--- src/rtl/rc4_prga_decrypt.sv ---
// RC4 PRGA: swaps S[i]/S[j], XORs keystream S[S[i]+S[j]] with ROM ciphertext into RAM.
// Optional plaintext filter (lowercase/space only) enabled by defining CHAR_CHECK_EN.
module rc4_prga_decrypt #(
  parameter int MSG_LEN = 32,
  parameter int MSG_AW  = 5
) (
  input  logic              clk,
  input  logic              reset_n,
  input  logic              start,
  output logic [7:0]        s_addr,
  output logic [7:0]        s_data,
  output logic              s_wren,
  input  logic [7:0]        s_q,
  output logic [MSG_AW-1:0] enc_addr,
  input  logic [7:0]        enc_q,
  output logic [MSG_AW-1:0] dec_addr,
  output logic [7:0]        dec_data,
  output logic              dec_wren,
  output logic              busy,
  output logic              done,
  output logic              key_bad,
  output logic [MSG_AW-1:0] byte_idx
);

  typedef enum logic [3:0] {
    S_IDLE, S_INC, S_RD_I, S_LAT_I, S_RD_J, S_LAT_J,
    S_WR_I, S_WR_J, S_RD_F, S_LAT_F, S_WR_D, S_DONE
  } state_t;

  state_t state_q, state_d;
  logic [7:0] i_q, i_d, j_q, j_d;
  logic [7:0] si_q, si_d, sj_q, sj_d, f_q, f_d;
  logic [MSG_AW-1:0] k_q, k_d;
  logic [7:0] plain;
  logic last, char_ok;

  assign plain = f_q ^ enc_q;
  assign last  = (k_q == MSG_AW'(MSG_LEN - 1));

`ifdef CHAR_CHECK_EN
  logic key_bad_q, key_bad_d;
  assign char_ok = ((plain >= 8'h61) && (plain <= 8'h7A)) ||
                   (plain == 8'h20);
  assign key_bad = key_bad_q;

  always_ff @(posedge clk or negedge reset_n) begin
    if (!reset_n) key_bad_q <= 1'b0;
    else          key_bad_q <= key_bad_d;
  end
`else
  assign char_ok = 1'b1;
  assign key_bad = 1'b0;
`endif

  assign enc_addr = k_q;
  assign dec_addr = k_q;
  assign byte_idx = k_q;

  always_ff @(posedge clk or negedge reset_n) begin
    if (!reset_n) begin
      state_q <= S_IDLE;
      i_q     <= 8'd0;
      j_q     <= 8'd0;
      si_q    <= 8'd0;
      sj_q    <= 8'd0;
      f_q     <= 8'd0;
      k_q     <= '0;
    end else begin
      state_q <= state_d;
      i_q     <= i_d;
      j_q     <= j_d;
      si_q    <= si_d;
      sj_q    <= sj_d;
      f_q     <= f_d;
      k_q     <= k_d;
    end
  end

  always_comb begin
    state_d  = state_q;
    i_d      = i_q;
    j_d      = j_q;
    si_d     = si_q;
    sj_d     = sj_q;
    f_d      = f_q;
    k_d      = k_q;
`ifdef CHAR_CHECK_EN
    key_bad_d = key_bad_q;
`endif
    s_addr   = 8'd0;
    s_data   = 8'd0;
    s_wren   = 1'b0;
    dec_data = 8'd0;
    dec_wren = 1'b0;
    busy     = 1'b1;
    done     = 1'b0;
    unique case (state_q)
      S_IDLE: begin
        busy = 1'b0;
        if (start) state_d = S_INC;
      end
      S_INC: begin
        i_d     = i_q + 8'd1;
        state_d = S_RD_I;
      end
      S_RD_I: begin
        s_addr  = i_q;
        state_d = S_LAT_I;
      end
      S_LAT_I: begin
        si_d    = s_q;
        j_d     = j_q + s_q;
        state_d = S_RD_J;
      end
      S_RD_J: begin
        s_addr  = j_q;
        state_d = S_LAT_J;
      end
      S_LAT_J: begin
        sj_d    = s_q;
        state_d = S_WR_I;
      end
      S_WR_I: begin
        s_addr  = i_q;
        s_data  = sj_q;
        s_wren  = 1'b1;
        state_d = S_WR_J;
      end
      S_WR_J: begin
        s_addr  = j_q;
        s_data  = si_q;
        s_wren  = 1'b1;
        state_d = S_RD_F;
      end
      S_RD_F: begin
        s_addr  = si_q + sj_q;
        state_d = S_LAT_F;
      end
      S_LAT_F: begin
        f_d     = s_q;
        state_d = S_WR_D;
      end
      S_WR_D: begin
        dec_data = plain;
        if (!char_ok) begin
`ifdef CHAR_CHECK_EN
          key_bad_d = 1'b1;
`endif
          state_d = S_DONE;
        end else begin
          dec_wren = 1'b1;
          if (last) begin
            state_d = S_DONE;
          end else begin
            k_d     = k_q + MSG_AW'(1);
            state_d = S_INC;
          end
        end
      end
      S_DONE: begin
        busy = 1'b0;
        done = 1'b1;
      end
      default: state_d = S_IDLE;
    endcase
  end

endmodule
--- config.mk ---
export PLATFORM = sky130hd
export DESIGN_NAME = rc4_prga_decrypt
export DESIGN_NICKNAME = d
export VERILOG_FILES = /design/src/rtl/rc4_prga_decrypt.sv
export SDC_FILE = /design/constraint.sdc
export NUM_CORES = 1
export LEC_CHECK = 0
export ABC_AREA = 1
export CORE_MARGIN = 5
export CORE_UTILIZATION = 50
export DETAILED_ROUTE_END_ITERATION = 6
export PLACE_DENSITY = 0.79
export REMOVE_ABC_BUFFERS = 1
export SLEW_MARGIN = 0
export SYNTH_ARGS = -nofsm -noshare
export SYNTH_HDL_FRONTEND = slang
export SYNTH_SLANG_ARGS = --single-unit
--- constraint.sdc ---
create_clock -name clk -period 3.8 [get_ports clk]
set_input_delay 0.57 -clock clk [delete_from_list [all_inputs] [get_ports clk]]
set_output_delay 0.57 -clock clk [all_outputs]
set_load 0.1 [all_outputs]
==> key figures, run 1 <==
Status
  – Status: complete, no violations

Clocking
  – CTS tree: done
  – CTS H-tree lvls: 2
  – Reg clk slew, reported paths: 100 ps
  – Number of setup buffers added after CTS: 0
  – Post_cts resized: 0
  – Post-CTS Hold Buffers: 0
  – Longest Clk Path Bufs: 2
  – Num Clock Sinks: 49
  – CTS root buf: clkbuf_8
  – TritonCTS buffer count: 5
  – Clk Latency, worst-skew pair: 310 ps

Critical path
  – Critical Path End Type: output port
  – CP Max Fanout: 4
  – Setup crit start kind: flip-flop
  – Reg2reg path depth: 7
  – Crit path from: state_q[1]$_DFFE_PN0P_
  – RR Startpoint: state_q[1]$_DFFE_PN0P_
  – Register-to-Register Setup Slack: 2000 ps
  – CP Data Arrival Time: 2280 ps
  – R2R Path End: byte_idx[3]$_DFFE_PN0P_
  – WP data required: 3230 ps
  – CP Class: reg2out

Run
  – Maxcap violations: 0

Layout
  – Fin area: 3770 µm²
  – Share of cells above drive strength 1: 0.123
  – Final nets: 499
  – Layout area overhead: 20.4%
  – Fillers: 541
  – Final Non-Filler Cells: 537
  – Antenna cells: 0

Power and ir drop
  – Overall Power: 1.49 mW
  – Leak: 1.94 nW
  – VDD IR max: 0.309 mV
  – P per Cell Area: slightly below 400 nW/µm²

Logic synthesis
  – Sequential share of the synthesized area: 0.392
  – Synth Cell Area: 3130 µm²
  – Synth unique cells: 29
  – Synth top area cells: dfrtp_1 (39%), nand2_1 (13%), ha_1 (6.8%)
  – Cells after synthesis: a little over 400
  – Yosys warnings: 0
  – EDFF count, synth: 0
  – Syn avg cell area: 7.62 µm²
  – Post-synthesis async set-or-reset flop share: 1.00
  – Top cell type's share of synthesized area: 0.392
  – Yosys reg bits: 49
  – Synth area leader: dfrtp_1
  – Most used DFF post-synth: dfrtp_1

Floorplanning
  – Rows: 28
  – I/O Pins: 63
  – Die width: 89.1 µm
  – Die area: just under 8000 µm²
  – CORE AREA: 5990 µm²
  – Die Y-Extent: 89.1 µm
  – Initial Util: 0.523

Timing
  – Slew Viols, Final: 0
  – Setup violators final: 0
  – Hold Vio Cnt, Final: 0
  – Final period util: 0.751
  – Clock Skew: 14.3 ps
  – Max-slew headroom: 0.258
  – Slew @ Worst Pin: around 1100 ps
  – F_max: ~350 MHz
  – Final setup TNS: 0 ps
  – Minimum clock period after layout: between 2000 and 3000 ps
  – RSZ-0062 raised after global routing: no

Global route
  – Met3 Track Usage GR: 0.0350
  – Total grt overflow: 0
  – Largest net degree at the start of global routing: 50
  – Gr busiest metal: met2
  – Initial antenna violation count: 0
  – Met1 usage: 0.255
  – Gr usage total: 0.204
  – Met2 GRT Util: 0.367
  – First-pass GRT wire length: approximately 13 mm
  – Vias in the first global route: 2776

Min path
  – Worst min path class: in2async

Drt
  – Routed WL: 7.47 mm
  – Routed via count: 2793
  – First-pass DRT Iterations: 4
  – Drt wl/cell: 13.9 µm
  – DRT iter0 DRCs: ~120
  – Via-to-Cell Ratio: approximately 5.2
  – DRC Markers: 0
  – DRT antenna net count: 0

Placed design
  – GPL Wtd Cong: around 0.95
  – Cells after DPL: between 500 and 600
  – Placed Area: 3650 µm²
  – I/O Buffers: 61
  – Post-DP HPWL: approximately 5.7 mm
final cells by class:
class	count	area, µm²	area share
Sequential cell	49	1230	0.325
Timing Repair Buffer	62	546	0.145
Clock inverter	2	37.5	0.00996
Multi-Input combinational cell	287	1570	0.418
Clock buffer	6	82.6	0.0219
Inverter	56	210	0.0558
Tap cell	75	93.8	0.0249
kinds of logic after synthesis:
| logic type | after synthesis | share of synthesized area |
|---|---|---|
| XOR/XNOR | 21 | 0.0587 |
| other | 1 | 0.00120 |
| buffers and inverters | 75 | 0.106 |
| adder cells (fa/ha/maj) | 19 | 0.0807 |
| multiplexers | 1 | 0.00360 |
| AO/OA/AOI/OAI | 52 | 0.0903 |
| AND/OR/NAND/NOR | 193 | 0.268 |
| flip-flops | 49 | 0.392 |
routing by layer:
metal  wire length [µm]  vias to the layer above
met1               3210                     1301
met2               3770                       77
met5                  0                        -
met4                108                        0
li1                   -                     1404
met3                383                       11
cell usage after synthesis (7+ instances only):
cell type and instances:
a21oi_1 8, buf_2 7, buf_4 11, dfrtp_1 49
ha_1 17, inv_1 51, nand2_1 110, nand3_1 41
nand4_1 7, nor2_1 18, nor2_2 9, o21ai_0 20
o21ai_1 15, xnor2_1 13, xor2_1 8
registers in the layout, summed over array words and instances (netlist names):
name and flops:
state_q 4, byte_idx 5, si_q 8, f_q 8, i_q 8, sj_q 8
j_q 8
stage by stage:
step / setup WS [ps] / util / hold slack (ps)
final: 947 / 0.629 / 475
after floorplan: 157 / - / 274
after detailed placement: 1290 / 0.609 / 495
after CTS: 952 / 0.629 / 510
after global routing: 842 / 0.629 / 546
after global placement: 1350 / 0.609 / 493
power breakdown:
part	switching, mW	total, mW	internal [mW]
clock network	0.185	0.399	0.214
registers	0.0504	0.625	0.574
logic	0.296	0.468	0.171
layout by cell type, fill, tap and decap left out:
cell type | netlist | final
a21oi_1 | 8 | 8
a22oi_1 | 5 | 5
buf_2 | 7 | 1
buf_4 | 11 | 28
bufinv_16 | 0 | 1
clkbuf_8 | 0 | 6
clkdlybuf4s50_1 | 0 | 33
clkinvlp_4 | 0 | 1
conb_1 | 1 | 1
dfrtp_1 | 49 | 49
fa_1 | 2 | 2
ha_1 | 17 | 17
inv_1 | 51 | 51
inv_2 | 5 | 5
mux2_2 | 1 | 1
nand2_1 | 110 | 110
nand2_2 | 2 | 2
nand3_1 | 41 | 41
nand3b_1 | 1 | 1
nand4_1 | 7 | 7
nor2_1 | 18 | 18
nor2_2 | 9 | 9
nor2_4 | 1 | 1
nor3_1 | 2 | 2
o211ai_1 | 2 | 2
o21ai_0 | 20 | 20
o21ai_1 | 15 | 15
o22ai_1 | 1 | 1
o311ai_0 | 1 | 1
or2_2 | 2 | 2
xnor2_1 | 13 | 13
xor2_1 | 8 | 8
critical path, stage by stage (launching register included):
cell             delay, ps
dfrtp_1                430
nand2_1                150
nor2_1                 220
clkdlybuf4s50_1       1170
how the worst max path moves through the flow:
stage / endpoint / slack [ps]
5_1_grt: s_addr[0] / 840
4_1_cts: done / 950
2_1_floorplan: s_addr[3] / 160
3_5_place_dp: done / 1290
6_report: done / 950
3_3_place_gp: done / 1350
(Power assumes the default switching activity.)
==> inputs of run 2 (changes only) <==
Clock period 3.8 ns to 2.7 ns, I/O delays scaled along.
==> key figures, run 2 (synthesis results as in run 1) <==
Placed design
  – Post-DP HPWL: 5.97 mm
  – Setup Slack @ Placement: 443 ps
  – Placed Area: just under 4000 µm²
  – GPL Wtd Cong: 0.907
  – I/O Buffers: 61

Min path
  – Worst min path class: in2async

Power and ir drop
  – Overall Power: between 2 and 2.5 mW
  – Clock power share: 0.220
  – Leak: 2.05 nW
  – Net Sw Frac: 0.368
  – Switch Pwr: 749 µW
  – Internal: 1.28 mW
  – Combinational Power Share: 0.346
  – P per Cell Area: between 500 and 600 nW/µm²
  – Flop pwr share: 0.434
  – VDD IR max: 0.397 mV

Timing
  – Minimum clock period after layout: between 2000 and 3000 ps
  – Setup WS post-layout: 158 ps
  – Clock Skew: 3.86 ps
  – F_max: between 300 and 400 MHz
  – Slew @ Worst Pin: roughly 590 ps
  – Setup violators final: 0
  – RSZ-0062 raised after global routing: yes
  – Max-slew headroom: 0.605
  – Slew Viols, Final: 0
  – Hold Vio Cnt, Final: 0
  – Final period util: 0.941

Drt
  – Routed via count: 2813
  – Via-to-Cell Ratio: 5.23
  – DRT antenna net count: 0
  – DRT iter0 DRCs: 184
  – First-pass DRT Iterations: 5
  – Routed WL: 7.73 mm
  – Drt wl/cell: 14.4 µm
  – DRC Markers: 0

Global route
  – Total grt overflow: 0
  – Gr usage total: 0.211
  – First-pass GRT wire length: around 13 mm
  – Initial antenna violation count: 0
  – Largest net degree at the start of global routing: 27
  – Vias in the first global route: about 2900

Clocking
  – Num Clock Sinks: 49
  – Longest Clk Path Bufs: 2
  – CTS root buf: clkbuf_8
  – Post-CTS Hold Buffers: 0
  – CTS H-tree lvls: 2
  – Reg clk slew, reported paths: 90 ps
  – Clk Latency, worst-skew pair: 300 ps
  – TritonCTS buffer count: 5
  – CTS tree: done

Run
  – Maxcap violations: 0

Floorplanning
  – CORE AREA: 5990 µm²
  – Die Y-Extent: 89.1 µm
  – Rows: 28
  – Die width: about 89 µm
  – Die area: 7950 µm²
  – I/O Pins: 63
  – Initial Util: 0.523

Critical path
  – Crit path from: state_q[0]$_DFFE_PN0P_
  – Critical Path Slowest Stage Cell: dfrtp_1
  – Setup crit start kind: flip-flop
  – Critical Path End Type: output port
  – RR Startpoint: j_q[0]$_DFFE_PN0P_
  – Most common cell on crit path: inv_1
  – CP Class: reg2out
  – Crit-path cells: nand2_1 -> inv_1 -> o21ai_2 -> inv_1 -> a22oi_1 -> o21ai_0 -> buf_12
  – WP data required: around 2300 ps
  – CP max stage delay: 430 ps
  – Reg2reg path depth: 9
  – Register-to-Register Setup Slack: 1050 ps
  – CP Max Fanout: 12
  – R2R Path End: j_q[6]$_DFFE_PN0P_
  – CP Data Arrival Time: 2140 ps

Status
  – Status: complete, no violations

Layout
  – Share of cells above drive strength 1: 0.160
  – Final nets: 501
  – Antenna cells: 0
  – Core Util, Final: 0.674
  – Commonest non-fill, non-tap cell in the layout: nand2_1
  – Fillers: between 500 and 600
  – Commonest non-fill, non-tap cells in the layout: nand2_1 (110), inv_1 (51), dfrtp_1 (49), nand3_1 (41), buf_12 (26)
  – Layout area overhead: 29.0%
  – Fin area: 4040 µm²
run 2: timing repair:
action	4_1_cts	5_1_grt
endpoints found under the setup margin	0	2
gates resized for setup	0	2
buffers inserted	0	0
run 2: worst max-delay path by stage:
stage                endpoint  slack (ps)  cells after the start
detailed placement  s_addr[0]         440                      7
CTS                 s_addr[0]          90                      7
finish              s_addr[0]         160                      7
global route        s_addr[0]          -5                      7
global placement    s_addr[0]         530                      7
floorplan           s_addr[3]        -780                      6
run 2: worst max-delay path, delay by kind of cell (launching register included):
| family | cells | cell delay, ps |
|---|---|---|
| buffers and inverters | 3 | 570 |
| AO/OA/AOI/OAI | 3 | 670 |
| flip-flops | 1 | 430 |
| AND/OR/NAND/NOR | 1 | 160 |
run 2: metrics by stage:
stage               setup TNS [ps]  hold WS, ps  std cells
finish                           0         98.5        538
global route                 -5.24          134        538
CTS                              0          122        538
detailed placement               0          445        531
global placement                 0          426        531
floorplan                    -7490          109        392
run 2: power by group through the flow:
stage	combinational, mW	clock, mW	sequential, mW
floorplan	0.506	0	0.870
global placement	0.673	0	0.890
detailed placement	0.701	0	0.894
CTS	0.705	0.450	0.880
global route	0.794	0.489	0.893
finish	0.704	0.447	0.882
run 2: final cells by class:
class                           count  area [µm²]  share of cell area
Sequential cell                    49        1230               0.304
Timing Repair Buffer               64         846               0.209
Clock buffer                        7        86.3              0.0214
Tap cell                           75        93.8              0.0232
Multi-Input combinational cell    287        1580               0.391
Inverter                           56         210              0.0520
run 2: per-layer routing:
layer / share of wire / global-route usage
met4: 0.014 / 0.0541
met5: 0 / 0
met2: 0.51 / 0.374
met1: 0.43 / 0.270
met3: 0.046 / 0.0304
